### src/rtl/ps2_pkg.sv
// Shared PS/2 receiver definitions: FSM state encoding, prefix codes, parity helper.
package ps2_pkg;

    typedef enum logic [1:0] {
        PS2_IDLE   = 2'd0,
        PS2_DATA   = 2'd1,
        PS2_PARITY = 2'd2,
        PS2_STOP   = 2'd3
    } ps2_state_e;

    localparam logic [7:0] PS2_EXT_PREFIX = 8'hE0;
    localparam logic [7:0] PS2_BRK_PREFIX = 8'hF0;

    // Odd parity: the 8 data bits plus the parity bit must hold an odd number of ones.
    function automatic logic ps2_odd_parity_ok(input logic [7:0] data, input logic par);
        return ^{data, par};
    endfunction

endpackage

### src/rtl/ps2_input_filter.sv
// 2-flop synchronizer plus a FILTER_LEN-sample glitch filter; FILTER_LEN<=1 gives the bare synchronizer.
module ps2_input_filter #(
    parameter int FILTER_LEN = 8
) (
    input  logic clk_i,
    input  logic rst_i,
    input  logic raw_i,
    output logic filt_o
);

    logic [1:0] sync_q;

    always_ff @(posedge clk_i) begin
        if (rst_i) sync_q <= 2'b11;
        else       sync_q <= {sync_q[0], raw_i};
    end

    generate
        if (FILTER_LEN <= 1) begin : g_bypass
            assign filt_o = sync_q[1];
        end else begin : g_filter
            localparam int CW = $clog2(FILTER_LEN);
            logic [CW-1:0] cnt_q, cnt_d;
            logic          filt_q, filt_d;

            // The output flips on the FILTER_LEN-th consecutive differing sample.
            always_comb begin
                cnt_d  = '0;
                filt_d = filt_q;
                if (sync_q[1] != filt_q) begin
                    if (cnt_q == CW'(FILTER_LEN - 1)) filt_d = sync_q[1];
                    else                               cnt_d  = cnt_q + CW'(1);
                end
            end

            always_ff @(posedge clk_i) begin
                if (rst_i) begin
                    cnt_q  <= '0;
                    filt_q <= 1'b1;
                end else begin
                    cnt_q  <= cnt_d;
                    filt_q <= filt_d;
                end
            end

            assign filt_o = filt_q;
        end
    endgenerate

endmodule

### src/rtl/ps2_key_receiver.sv
// PS/2 keyboard frame receiver with E0/F0 prefix folding and mid-frame timeout.
// Define PS2_PARITY_CHECK_EN to flag parity errors; otherwise the parity bit is ignored.
module ps2_key_receiver
    import ps2_pkg::*;
#(
    parameter int FILTER_LEN     = 8,
    parameter int TIMEOUT_CYCLES = 50000
) (
    input  logic       clock,
    input  logic       reset,
    input  logic       ps2_clk,
    input  logic       ps2_data,
    output logic [7:0] key_in,
    output logic       key_en,
    output logic       key_break,
    output logic       key_ext,
    output logic       frame_err,
    output ps2_state_e dbg_state_o
);

    localparam int TW = $clog2(TIMEOUT_CYCLES + 1);

    logic          clk_f, data_s, clk_f_prev_q, bit_ev, timeout;
    ps2_state_e    state_q, state_d;
    logic [7:0]    shift_q, shift_d, key_in_q, key_in_d;
    logic [2:0]    bit_cnt_q, bit_cnt_d;
    logic [TW-1:0] to_cnt_q, to_cnt_d;
    logic          par_err_q, par_err_d, ext_pend_q, ext_pend_d, brk_pend_q, brk_pend_d;
    logic          key_en_q, key_en_d, key_brk_q, key_brk_d, key_ext_q, key_ext_d;
    logic          frame_err_q, frame_err_d;

    ps2_input_filter #(.FILTER_LEN(FILTER_LEN)) u_clk_filt (
        .clk_i(clock), .rst_i(reset), .raw_i(ps2_clk), .filt_o(clk_f)
    );
    ps2_input_filter #(.FILTER_LEN(1)) u_data_sync (
        .clk_i(clock), .rst_i(reset), .raw_i(ps2_data), .filt_o(data_s)
    );

    assign bit_ev   = clk_f_prev_q & ~clk_f;
    assign timeout  = (state_q != PS2_IDLE) && !bit_ev && (to_cnt_q == TW'(TIMEOUT_CYCLES));
    assign to_cnt_d = bit_ev ? '0 :
                      (to_cnt_q == TW'(TIMEOUT_CYCLES)) ? to_cnt_q : to_cnt_q + TW'(1);

    always_ff @(posedge clock) begin
        if (reset) state_q <= PS2_IDLE;
        else       state_q <= state_d;
    end

    always_comb begin
        state_d = state_q;
        if (timeout) begin
            state_d = PS2_IDLE;
        end else if (bit_ev) begin
            case (state_q)
                PS2_IDLE:   if (!data_s) state_d = PS2_DATA;
                PS2_DATA:   if (bit_cnt_q == 3'd7) state_d = PS2_PARITY;
                PS2_PARITY: state_d = PS2_STOP;
                PS2_STOP:   state_d = PS2_IDLE;
                default:    state_d = PS2_IDLE;
            endcase
        end
    end

    always_comb begin
        shift_d     = shift_q;
        bit_cnt_d   = bit_cnt_q;
        par_err_d   = par_err_q;
        ext_pend_d  = ext_pend_q;
        brk_pend_d  = brk_pend_q;
        key_in_d    = key_in_q;
        key_brk_d   = key_brk_q;
        key_ext_d   = key_ext_q;
        key_en_d    = 1'b0;
        frame_err_d = 1'b0;
        if (timeout) begin
            frame_err_d = 1'b1;
            ext_pend_d  = 1'b0;
            brk_pend_d  = 1'b0;
        end else if (bit_ev) begin
            case (state_q)
                PS2_IDLE: bit_cnt_d = 3'd0;
                PS2_DATA: begin
                    shift_d   = {data_s, shift_q[7:1]};
                    bit_cnt_d = bit_cnt_q + 3'd1;
                end
                PS2_PARITY: begin
`ifdef PS2_PARITY_CHECK_EN
                    par_err_d = !ps2_odd_parity_ok(shift_q, data_s);
`else
                    par_err_d = 1'b0;
`endif
                end
                PS2_STOP: begin
                    // A prefix byte only arms its flag; any other byte consumes both flags.
                    if (!data_s || par_err_q) begin
                        frame_err_d = 1'b1;
                        ext_pend_d  = 1'b0;
                        brk_pend_d  = 1'b0;
                    end else if (shift_q == PS2_EXT_PREFIX) begin
                        ext_pend_d = 1'b1;
                    end else if (shift_q == PS2_BRK_PREFIX) begin
                        brk_pend_d = 1'b1;
                    end else begin
                        key_in_d   = shift_q;
                        key_ext_d  = ext_pend_q;
                        key_brk_d  = brk_pend_q;
                        key_en_d   = 1'b1;
                        ext_pend_d = 1'b0;
                        brk_pend_d = 1'b0;
                    end
                end
                default: ;
            endcase
        end
    end

    always_ff @(posedge clock) begin
        if (reset) begin
            clk_f_prev_q <= 1'b1;
            to_cnt_q     <= '0;
            shift_q      <= '0;
            bit_cnt_q    <= '0;
            par_err_q    <= 1'b0;
            ext_pend_q   <= 1'b0;
            brk_pend_q   <= 1'b0;
            key_in_q     <= 8'h00;
            key_brk_q    <= 1'b0;
            key_ext_q    <= 1'b0;
            key_en_q     <= 1'b0;
            frame_err_q  <= 1'b0;
        end else begin
            clk_f_prev_q <= clk_f;
            to_cnt_q     <= to_cnt_d;
            shift_q      <= shift_d;
            bit_cnt_q    <= bit_cnt_d;
            par_err_q    <= par_err_d;
            ext_pend_q   <= ext_pend_d;
            brk_pend_q   <= brk_pend_d;
            key_in_q     <= key_in_d;
            key_brk_q    <= key_brk_d;
            key_ext_q    <= key_ext_d;
            key_en_q     <= key_en_d;
            frame_err_q  <= frame_err_d;
        end
    end

    assign key_in      = key_in_q;
    assign key_en      = key_en_q;
    assign key_break   = key_brk_q;
    assign key_ext     = key_ext_q;
    assign frame_err   = frame_err_q;
    assign dbg_state_o = state_q;

endmodule

### config.mk
export PLATFORM = sky130hd
export DESIGN_NAME = ps2_key_receiver
export DESIGN_NICKNAME = d
export VERILOG_FILES = /design/src/rtl/ps2_pkg.sv /design/src/rtl/ps2_input_filter.sv /design/src/rtl/ps2_key_receiver.sv
export SDC_FILE = /design/constraint.sdc
export NUM_CORES = 1
export LEC_CHECK = 0
export CELL_PAD_IN_SITES_DETAIL_PLACEMENT = 1
export CELL_PAD_IN_SITES_GLOBAL_PLACEMENT = 1
export CORE_UTILIZATION = 31
export DETAILED_ROUTE_END_ITERATION = 7
export PLACE_DENSITY = 0.62
export SLEW_MARGIN = 10
export SYNTH_ARGS = -nofsm -noshare
export SYNTH_HDL_FRONTEND = slang
export SYNTH_SLANG_ARGS = --single-unit
### constraint.sdc
create_clock -name clock -period 1.9 [get_ports clock]
set_input_delay 0.38 -clock clock [delete_from_list [all_inputs] [get_ports clock]]
set_output_delay 0.38 -clock clock [all_outputs]
set_load 0.02 [all_outputs]
Word level (Yosys, flattened, before mapping)
Cells that the tools add are included.
- output and inout port bits: 14
- flip-flop bits (word level): 52
- reductions and logical operators: 18
- bitwise logic cells: 8
- multiplexer cells: 15
- add/subtract/negate cells: 3
- equal/unequal tests: 13
- operators by type and width (operator ; number):
    16-bit by 1-bit adder with 16-bit output, second input constant ; 1
    16-bit == test, second input constant ; 1
    8-bit == test, second input constant ; 2
    3-bit AND reduction ; 5
    1-bit two-way mux ; 11
    2-bit case mux with 4 select lines ; 1
    1-bit inverter ; 7
    3-bit by 1-bit adder with 3-bit output, second input constant ; 2
    3-bit == test, second input constant ; 2
    2-bit != test, second input constant ; 3
    3-bit case mux with 2 select lines ; 1
    6-bit AND reduction ; 1
    6-bit OR reduction ; 1
    2-bit == test, second input constant ; 2
    2-bit two-way mux ; 2
    2-bit nonzero test ; 2
    2-bit OR reduction ; 2
    3-bit != test, second input constant ; 1
    3-bit OR reduction ; 1
    2-bit by 1-bit == test with 1-bit output, second input constant ; 1
    1-bit logical AND ; 2
    1-bit logical NOT ; 2
    2-bit logical NOT ; 1
    2-bit AND reduction ; 1
    2 further kinds ; 2

Depth between registers and ports, before layout
- word-level depth: 7
- depth in mapped cells: 6
- gate-level depth less buffers: 6

By module
From an unflattened synthesis, not the netlist that was laid out.
- cells, all modules: 228
- area total of the unflattened synthesis: 2239.6 um^2
- modules (own cells, without submodules) (module ; cells each ; seq. area each (um^2) ; instances ; area an instance (um^2)):
    ps2_key_receiver ; 208 ; 880.8 ; 1 ; 1980.6
    ps2_input_filter at u_clk_filt ; 16 ; 120.1 ; 1 ; 206.4
    ps2_input_filter at u_data_sync ; 4 ; 40.0 ; 1 ; 52.6

Least setup slack after synthesis
Ideal clock, no wire load.
- path type: register to register
- start: register state_q[1] (netlist: dbg_state_o[1])
- end: register key_brk_q (netlist: key_break)
- arrival time: 1.544 ns
- required time: 1.772 ns
- stages on the path, launching flop included: 7
- setup slack: 0.229 ns
- setup time: 0.128 ns
- cells stage by stage: dfxtp_1 -> ha_1 -> nand4b_1 -> a41oi_1 -> buf_2 -> mux2i_1 -> nor2_1
- longest elaborated chain between the ends: 5
- elaborated cells between the ends (all ways): 6
- classes of those cells: eq/ne (1); bitwise (1); reduce/logical (4)
- RTL lines (what ; line ; RTL):
    start: declaration ; ps2_key_receiver.sv:24 ; ps2_state_e state_q, state_d;
    start signal: assignment ; ps2_key_receiver.sv:46 ; else state_q <= state_d;
    2-bit nonzero test ; ps2_key_receiver.sv:40 ; assign timeout = (state_q != PS2_IDLE) && !bit_ev && (to_cnt_q == TW'(TIMEOUT_CYCLES));
    1-bit logical AND (2 in series) ; ps2_key_receiver.sv:40 ;
    1-bit inverter (no source line) ; - ;
    6-bit AND reduction (no source line) * ; - ;
    end signal: assignment ; ps2_key_receiver.sv:140 ; key_brk_q <= key_brk_d;
    end: declaration ; ps2_key_receiver.sv:29 ; logic key_en_q, key_en_d, key_brk_q, key_brk_d, key_ext_q, key_ext_d;
Every way passes the cells marked *; elsewhere a longest branch is shown, timed or not.
A chain may end at the register's enable or synchronous reset.

Worst setup path in the final report
- start: register state_q[0] (netlist: dbg_state_o[0])
- end: output port dbg_state_o[0]
- RTL lines (what ; line ; RTL):
    end: declaration ; ps2_key_receiver.sv:18 ; output ps2_state_e dbg_state_o
No word-level cell between the ends.

==> impl_metrics.csv <==
group,metric,value,unit
yosys,avgSynthCellArea,9.45,sq um
clocking,cts_max_path_buffers,2,
job,drv_cap,0,
timing,fin_crit,1.75,ns
worst_setup_path,critPathMaxStageDelay,0.64,ns
clocking,cts_hold_buf,0,
yosys,synth_common_cells,"dfxtp_1, nor2_1, nand2_1, mux2i_1, a21oi_1",
die,dieArea,0.00738,sq mm
timing,fin_crit_sh,91.9,%
timing,drv_slew,0,
grt,grt_pass1_vias,1640,
die,start_util,32.1,%
power,ir_drop,0.301,mV
yosys,ys.flop_type,"dfxtp_1",
clocking,cts_root_buffer,"clkbuf_8",
yosys,synthArstFlopShare,0,%
power,leakagePower,0.953,nW
timing,hold_violations,0,
timing,hold_slack,0.435,ns
timing,fmax,573,MHz
clocking,post_cts_buffers,0,
die,ios,18,
timing,rsz0062_at_grt,"false",
drt,drc_errors,0,
placed_design,hpwl,3230,um
yosys,ys_ff_latch,52,
clocking,ctsHtreeMaxLevel,2,
timing,finalSetupViolCount,0,
cells_and_area,layout.cells.non_filler,350,
yosys,synth_cells,231,
die,fp-row-count,30,
clocking,numCtsBuffers,5,
power,power_density,783,mW/mm^2
yosys,synth.distinct_cells,43,
worst_setup_path,crit_slowest_cell,"clkdlybuf4s50_1",
drt,dr.pass1.iters,4,
drt,vias,1639,
grt,grt-ovfl-total,0,
yosys,yosysMostFrequentCell,"dfxtp_1",
worst_setup_path,endpoint,"dbg_state_o[0]",
cells_and_area,area_delta_synth_final,20.1,%
timing,max_slew.worst_pin.slew,0.413,ns
die,die_w,85.9,um
clocking,cts_resized,0,
worst_setup_path,r2r_setup_slack,0.16,ns
yosys,synth.yosys.seq_area_share,47.7,%
yosys,synth_area,0.00218,sq mm
yosys,synth_top_area_share,47.7,%
drt,wl_per_cell,13.0,um
drt,ant_nets,0,
worst_setup_path,r2r_start,"to_cnt_q[0]",
drt,drt_iter0_drc,30,
worst_setup_path,r2r-end,"to_cnt_q[2]",
worst_setup_path,cp.buffers_inverters,1,
worst_setup_path,worstPathArrival,1.37,ns
yosys,synth_nets,245,
yosys,yosys_warnings,0,
cells_and_area,antenna_cells,0,
worst_setup_path,startpoint,"dbg_state_o[0]",
grt,grt_first_pass_wirelength,7740,um
clocking,clock-sinks,52,
cells_and_area,fin_nets,268,
drt,routed_wl,4540,um
die,fp.dieH,85.9,um
cells_and_area,drive_gt1_share,9.45,%
yosys,synth_area_leaders,"dfxtp_1, mux2i_1, ha_1",
worst_setup_path,critical_path_class,"reg2out",
cells_and_area,fillers,780,
die,core_region_area,0.00679,sq mm
clocking,clk_pin_slew,0.09,ns
yosys,yosys.area.top_type,"dfxtp_1",
worst_setup_path,start_kind,"flip-flop",
worst_setup_path,cp-end-kind,"output pin",
clocking,insertion_delay,0.31,ns
clocking,cts_tree,"built",
placed_design,gp_congestion,0.730,
worst_setup_path,crit_chain,"clkdlybuf4s50_1",
power,total_power,0.00205,W
grt,gr-usage-all-layers,13.3,%
worst_setup_path,critPathMaxFanout,5,
drt,via_per_inst,4.68,
grt,grt_max_degree,31,
worst_setup_path,required,1.52,ns
worst_setup_path,cp_top_family,"buffers and inverters",
worst_hold_path,hold_class,"reg2reg",
timing,tns,0,ns
worst_setup_path,worst-path-stages,1,
timing,relSlewSlack,72.5,%
yosys,synth_edf_count,0,
cells_and_area,register_area,0.00104,sq mm
timing,clock_skew,0.00987,ns
worst_setup_path,reg2reg_depth,7,
outcome,outcome,"complete, no violations",
grt,antenna_found_initial,0,
placed_design,port_buffers,17,
placed_design,dpl.cell_count,343,
cells_and_area,multi_input_area,0.00107,sq mm
## metal layers
| metal | wire, um | share of wire (%) | global-route usage (%) | vias up |
|---|---|---|---|---|
| met1 | 2180 | 48 | 16.6 | 782 |
| met5 | 0 | 0 | 0 | - |
| li1 | - | - | - | 834 |
| met4 | 61 | 1.3 | 5.00 | 0 |
| met2 | 2170 | 48 | 22.4 | 18 |
| met3 | 123 | 2.7 | 3.08 | 5 |
## cell usage in the layout (no fill, tap or decap), drive strengths merged, types with 2 or more instances in the layout
cell type / instances
dfxtp: 52
nor2: 32
nand2: 23
clkdlybuf4s50: 17
mux2i: 14
a21oi: 11
ha: 10
inv: 9
xnor2: 8
buf: 7
nand3: 6
nor3: 6
or2: 6
nand4: 6
xor2: 5
clkbuf: 5
nor4: 4
and2: 3
or3: 2
nor2b: 2
a31oi: 2
o21ai: 2
a22oi: 2
bufinv: 2
## final cells by class
class	instances	area share (%)
Clock inverter	2	2.29
Tap cell	96	4.58
Multi-Input combinational cell	162	41.0
Sequential cell	52	39.7
Inverter	9	1.29
Timing Repair Buffer	24	8.50
Clock buffer	5	2.63
## where the power goes
| part | total [W] | switching [W] | internal [W] |
|---|---|---|---|
| clock | 0.000886 | 0.000367 | 0.000519 |
| combinational | 0.0000548 | 0.0000310 | 0.0000237 |
| sequential | 0.00111 | 0.0000110 | 0.00110 |
| total | 0.00205 | 0.000409 | 0.00164 |
## state kept, by name, summed over array words and instances, names as in the netlist
register	cells
key_break	1
u_data_sync.sync_q	2
dbg_state_o	2
u_clk_filt.sync_q	2
ext_pend_q	1
bit_cnt_q	3
key_ext	1
to_cnt_q	16
frame_err	1
u_clk_filt.filt_o	1
brk_pend_q	1
shift_q	8
key_en	1
clk_f_prev_q	1
u_clk_filt.g_filter.cnt_q	3
key_in	8
## worst min-delay path by stage
stage                              start                   end  cells past startpoint
global placement    u_clk_filt.sync_q[0]  u_clk_filt.sync_q[1]                      1
floorplan           u_clk_filt.sync_q[0]  u_clk_filt.sync_q[1]                      1
CTS                 u_clk_filt.sync_q[0]  u_clk_filt.sync_q[1]                      1
global route        u_clk_filt.sync_q[0]  u_clk_filt.sync_q[1]                      1
finish              u_clk_filt.sync_q[0]  u_clk_filt.sync_q[1]                      1
detailed placement  u_clk_filt.sync_q[0]  u_clk_filt.sync_q[1]                      1
## through the flow
stage,util (%),setup WS (ns),instance area (sq um)
detailed placement,36.7,0.189,2490
finish,38.6,0.154,2620
global placement,36.7,0.215,2490
floorplan,-,0.229,2180
global route,38.6,0.00119,2620
CTS,38.6,0.114,2620
## worst register-to-register path: stages (launching register included)
cell      delay, ns
dfxtp_1        0.37
inv_1          0.08
ha_1           0.14
nor4bb_1       0.33
nand4_2        0.19
buf_4          0.20
a211oi_1       0.25
a31o_1         0.13
## logic make-up (layout without fill, tap and decap cells)
logic type	Yosys count	count (layout)	share of synthesized area, %
AND/OR/NAND/NOR	101	101	24.7
flip-flops	52	52	47.7
AO/OA/AOI/OAI	24	24	7.17
buffers and inverters	17	40	3.10
multiplexers	14	14	6.42
XOR/XNOR	13	13	5.22
adder cells (fa/ha/maj)	10	10	5.73
(Power assumes the default switching activity.)
